==> src/rtl/logic_unit_pipe.sv <==
// Pipelined two-operand bitwise logic unit with valid/ready flow control.
// Every stage moves in lockstep, and the final stage registers Out together with its zero, parity and popcount flags.
module logic_unit_pipe #(
    parameter int WIDTH  = 8,
    parameter int STAGES = 2,
    parameter int CNT_W  = 4
) (
    input  logic             clk,
    input  logic             rst_n,
    input  logic             in_valid,
    output logic             in_ready,
    input  logic [WIDTH-1:0] In1,
    input  logic [WIDTH-1:0] In2,
    input  logic [2:0]       op,
    output logic             out_valid,
    input  logic             out_ready,
    output logic [WIDTH-1:0] Out,
    output logic             zero,
    output logic             parity,
    output logic [CNT_W-1:0] popcnt
);

    typedef enum logic [2:0] {
        OP_AND  = 3'b000,
        OP_OR   = 3'b001,
        OP_XOR  = 3'b010,
        OP_NOR  = 3'b011,
        OP_NAND = 3'b100,
        OP_XNOR = 3'b101,
        OP_NOT  = 3'b110,
        OP_PASS = 3'b111
    } op_e;

    logic             advance;
    logic [WIDTH-1:0] result_d;
    logic [WIDTH-1:0] data_q [STAGES];
    logic [STAGES-1:0] valid_q;
    logic [WIDTH-1:0] stage_in_data [STAGES];
    logic [STAGES-1:0] stage_in_valid;
    logic [WIDTH-1:0] last_in;
    logic             zero_d, zero_q;
    logic             parity_d, parity_q;
    logic [CNT_W-1:0] popcnt_d, popcnt_q;

    // The whole pipeline stalls only when a finished result is waiting on the consumer.
    assign advance  = ~valid_q[STAGES-1] | out_ready;
    assign in_ready = advance;

    always_comb begin
        result_d = '0;
        case (op_e'(op))
            OP_AND:  result_d = In1 & In2;
            OP_OR:   result_d = In1 | In2;
            OP_XOR:  result_d = In1 ^ In2;
            OP_NOR:  result_d = ~(In1 | In2);
            OP_NAND: result_d = ~(In1 & In2);
            OP_XNOR: result_d = ~(In1 ^ In2);
            OP_NOT:  result_d = ~In1;
            OP_PASS: result_d = In1;
            default: result_d = '0;
        endcase
    end

    // Stage i loads from stage i-1, and stage 0 loads from the freshly computed result.
    always_comb begin
        stage_in_data[0]  = result_d;
        stage_in_valid[0] = in_valid;
        for (int i = 1; i < STAGES; i++) begin
            stage_in_data[i]  = data_q[i-1];
            stage_in_valid[i] = valid_q[i-1];
        end
    end

    // Flags are computed from the value entering the output register, so they always match Out.
    always_comb begin
        last_in  = stage_in_data[STAGES-1];
        zero_d   = (last_in == '0);
        parity_d = ^last_in;
        popcnt_d = '0;
        for (int i = 0; i < WIDTH; i++) begin
            popcnt_d = popcnt_d + CNT_W'(last_in[i]);
        end
    end

    always_ff @(posedge clk or negedge rst_n) begin
        if (!rst_n) begin
            valid_q  <= '0;
            zero_q   <= 1'b0;
            parity_q <= 1'b0;
            popcnt_q <= '0;
            for (int i = 0; i < STAGES; i++) begin
                data_q[i] <= '0;
            end
        end else if (advance) begin
            // Bubbles move through the valid bits but leave stale data in place.
            for (int i = 0; i < STAGES; i++) begin
                valid_q[i] <= stage_in_valid[i];
                if (stage_in_valid[i]) begin
                    data_q[i] <= stage_in_data[i];
                end
            end
            if (stage_in_valid[STAGES-1]) begin
                zero_q   <= zero_d;
                parity_q <= parity_d;
                popcnt_q <= popcnt_d;
            end
        end
    end

    assign out_valid = valid_q[STAGES-1];
    assign Out       = data_q[STAGES-1];
    assign zero      = zero_q;
    assign parity    = parity_q;
    assign popcnt    = popcnt_q;

endmodule

==> config.mk <==
export PLATFORM = sky130hd
export DESIGN_NAME = logic_unit_pipe
export DESIGN_NICKNAME = d
export VERILOG_FILES = /design/src/rtl/logic_unit_pipe.sv
export SDC_FILE = /design/constraint.sdc
export NUM_CORES = 1
export LEC_CHECK = 0
export ABC_CLOCK_PERIOD_IN_PS = 3650
export BUFFER_PORTS_ARGS = -buffer_cell sky130_fd_sc_hd__buf_2
export CORE_UTILIZATION = 51
export DETAILED_ROUTE_END_ITERATION = 16
export GPL_TIMING_DRIVEN = 0
export PLACE_DENSITY_LB_ADDON = 0.1
export SYNTH_ARGS = -nofsm -noshare
export SYNTH_HDL_FRONTEND = slang
export SYNTH_SLANG_ARGS = --single-unit
==> constraint.sdc <==
create_clock -name clk -period 3.65 [get_ports clk]
set_input_delay 0.5475 -clock clk [delete_from_list [all_inputs] [get_ports clk]]
set_output_delay 0.5475 -clock clk [all_outputs]
set_load 0.01 [all_outputs]
==> impl_metrics.env <==
export IMPL_status="complete, no violations"
export IMPL_slew_headroom_pct=66.2
export IMPL_antenna_found_initial=0
export IMPL_post_cts_buffers=0
export IMPL_grt_pass1_vias=1587
export IMPL_grt_max_degree=25
export IMPL_io_buffers=36
export IMPL_clk_latency_ns=0.26
export IMPL_fmax_mhz=344
export IMPL_initial_core_util_pct=54.1
export IMPL_cp_slowest_cell="fa_1"
export IMPL_cts_resized=0
export IMPL_synth_area_sq_um=2030
export IMPL_tns_ns=0
export IMPL_p_leak_nw=1.21
export IMPL_hold_viol_final=0
export IMPL_h_tree_depth=1
export IMPL_cts_buffer_depth=2
export IMPL_rr_worst_depth=10
export IMPL_cp_startpoint="last_in[0]"
export IMPL_switchingPower_mw=0.380
export IMPL_ctsRootBufferMaster="clkbuf_8"
export IMPL_worstPathMaxFanout=3
export IMPL_worst_path_largest_cell_delay_ns=0.54
export IMPL_ir_drop_mv=0.165
export IMPL_setup_viol=0
export IMPL_power_frac_seq_pct=36.6
export IMPL_worstReg2RegEnd="popcnt[2]"
export IMPL_die_y_microns=65.0
export IMPL_drt_pass1_iterations=4
export IMPL_dpl_cell_area_sq_um=2270
export IMPL_dpl_hpwl_microns=3060
export IMPL_syn_inst=226
export IMPL_layout_commonest_cell="buf_2"
export IMPL_syn_avg_cell_area_sq_um=8.96
export IMPL_drv_slew=0
export IMPL_cp_common_cell="fa_1"
export IMPL_rrSetupSlack_ns=0.74
export IMPL_place_gp_congestion=0.853
export IMPL_postCtsHoldBufs=0
export IMPL_drtIter0Drc=45
export IMPL_reg2reg_from="last_in[0]"
export IMPL_cp_arrival_ns=3.09
export IMPL_rsz0062_at_grt="no"
export IMPL_drive_gt1_share_pct=22.3
export IMPL_worst_pin_slew_ns=0.507
export IMPL_cts_buffers_inserted=3
export IMPL_end_kind="flip-flop"
export IMPL_wirelength_microns=3790
export IMPL_areaGrowthSynthToFinish_pct=13.9
export IMPL_fin_area_sq_um=2310
export IMPL_synth_cell_type_count=38
export IMPL_skew_ns=0.00267
export IMPL_endpoint="popcnt[2]"
export IMPL_die_w_microns=65.0
export IMPL_mostFrequentLayoutCells="buf_2, inv_1, nand2_1"
export IMPL_power_density_nw_per_um2=446
export IMPL_ant_nets=0
export IMPL_yosys_warnings=0
export IMPL_num_rows=22
export IMPL_period_needed_ns=2.91
export IMPL_cts_num_sinks=24
export IMPL_p_clk_share_pct=14.4
export IMPL_yosysSeqAreaShare_pct=29.6
export IMPL_intPower_mw=0.648
export IMPL_grt_usage_pct=20.6
export IMPL_crit_required_ns=3.83
export IMPL_synth_net_count=276
export IMPL_grt_overflow=0
export IMPL_fin_crit_sh_pct=79.7
export IMPL_path_cells="fa_1, inv_1, fa_1, fa_1, inv_1, ha_1, inv_1, fa_1, xor2_1, o21ai_0"
export IMPL_synth_seq_cells=24
export IMPL_clkTransAtPathRegs_ns=0.07
export IMPL_grt_pass1_wl_microns=6800
export IMPL_drc=0
export IMPL_startpoint_type="flip-flop"
export IMPL_min_path_type="input port to async pin"
export IMPL_drt_wirelength_per_cell_microns=12.1
export IMPL_final_util_pct=61.6
export IMPL_pin_count=39
export IMPL_cts_tree="built"
export IMPL_worst_setup_path_type="flip-flop to flip-flop"
export IMPL_power_frac_comb_pct=49.0
export IMPL_vias=1621
export IMPL_drv_cap=0
export IMPL_core_sq_um=3740
export IMPL_num_nets_final=317
export IMPL_switching_share_pct=37.0
export IMPL_dieArea_sq_um=4230
export IMPL_via_per_inst=5.18
export IMPL_antenna_cells=0
registers in the layout (all words and copies together), names as in the netlist:
name	cells
valid_q	2
Out	8
popcnt	4
zero	1
parity	1
last_in	8
worst max-delay path: cells and delay by family (launching register included):
family	cells	cell delay, ns
fa+ha+maj	5	1.96
flops	1	0.42
buf+inv	3	0.17
xor+xnor	1	0.15
compound gates	1	0.14
Yosys cell counts:
library cell	count	area share (%)
inv_1	31	5.7
nand2_1	26	4.8
dfrtp_1	24	30
ha_1	23	14
o21ai_0	18	4.4
nand2b_1	11	3.4
a21oi_1	10	2.5
nor2_1	9	1.7
a211o_1	8	3.5
mux2i_1	7	3.5
clkbuf_1	5	0.93
xnor2_1	5	2.2
buf_2	4	0.99
fa_1	4	4.0
nor2b_1	4	1.2
o221ai_1	4	1.7
o31ai_1	4	1.5
buf_6	3	1.7
a31oi_1	2	0.62
buf_4	2	0.74
mux2_2	2	1.1
mux2_4	2	1.5
mux4_2	2	2.2
o21ai_2	2	0.86
a2111oi_2	1	0.74
a21o_1	1	0.37
a221oi_1	1	0.43
a22o_1	1	0.43
inv_2	1	0.19
nand4_1	1	0.31
nor3_1	1	0.25
nor3b_1	1	0.37
o21a_1	1	0.37
o21ai_1	1	0.25
o31ai_2	1	0.62
or3_1	1	0.31
or3b_1	1	0.43
xor2_1	1	0.43
how the worst min path moves through the flow:
stage | end | depth (start not counted)
6_report | popcnt[0] | 1
3_3_place_gp | valid_q[1] | 2
3_5_place_dp | Out[5] | 2
2_1_floorplan | Out[0] | 0
5_1_grt | popcnt[0] | 1
4_1_cts | popcnt[3] | 1
area by class of cell:
| type | count | area, sq um |
|---|---|---|
| inverter | 32 | 120 |
| buffer | 14 | 87.6 |
| clock buffer | 3 | 41.3 |
| timing repair buffer | 36 | 180 |
| sequential | 24 | 601 |
| multi-input combinational | 156 | 1220 |
| fill | 373 | 1440 |
| tap | 48 | 60.1 |
stage by stage:
stage	power, mW	hold slack, ns	worst slack [ns]	cells
floorplan	0.746	0.252	0.857	226
global placement	0.886	0.452	0.755	310
detailed placement	0.894	0.467	0.745	310
CTS	1.05	0.264	0.730	313
global route	1.14	0.289	0.519	313
finish	1.03	0.249	0.740	313
power groups by stage:
| stage | registers [mW] | clock network (mW) | logic [mW] |
|---|---|---|---|
| after floorplan | 0.409 | 0 | 0.337 |
| after global placement | 0.380 | 0 | 0.505 |
| after detailed placement | 0.384 | 0 | 0.510 |
| after CTS | 0.379 | 0.152 | 0.514 |
| after global routing | 0.386 | 0.162 | 0.587 |
| final | 0.377 | 0.148 | 0.504 |
kinds of logic (layout without fill, tap and decap cells):
family / count (synthesis) / count (layout) / share of synthesized area (%)
AO/OA/AOI/OAI: 55 / 55 / 18.3
AND/OR/NAND/NOR: 55 / 55 / 12.8
XOR/XNOR: 6 / 6 / 2.59
buffers and inverters: 46 / 85 / 10.3
multiplexers: 13 / 13 / 8.28
adder cells (fa/ha/maj): 27 / 27 / 18.2
flip-flops: 24 / 24 / 29.6
routing by layer:
metal / track usage [%] / wire length, microns / vias to the layer above
met4: 7.34 / 31 / 0
li1: - / - / 841
met5: 0 / 0 / -
met1: 23.6 / 1700 / 748
met2: 39.3 / 1960 / 30
met3: 1.76 / 94 / 2
Note: power is estimated with default switching activity, not from simulation.
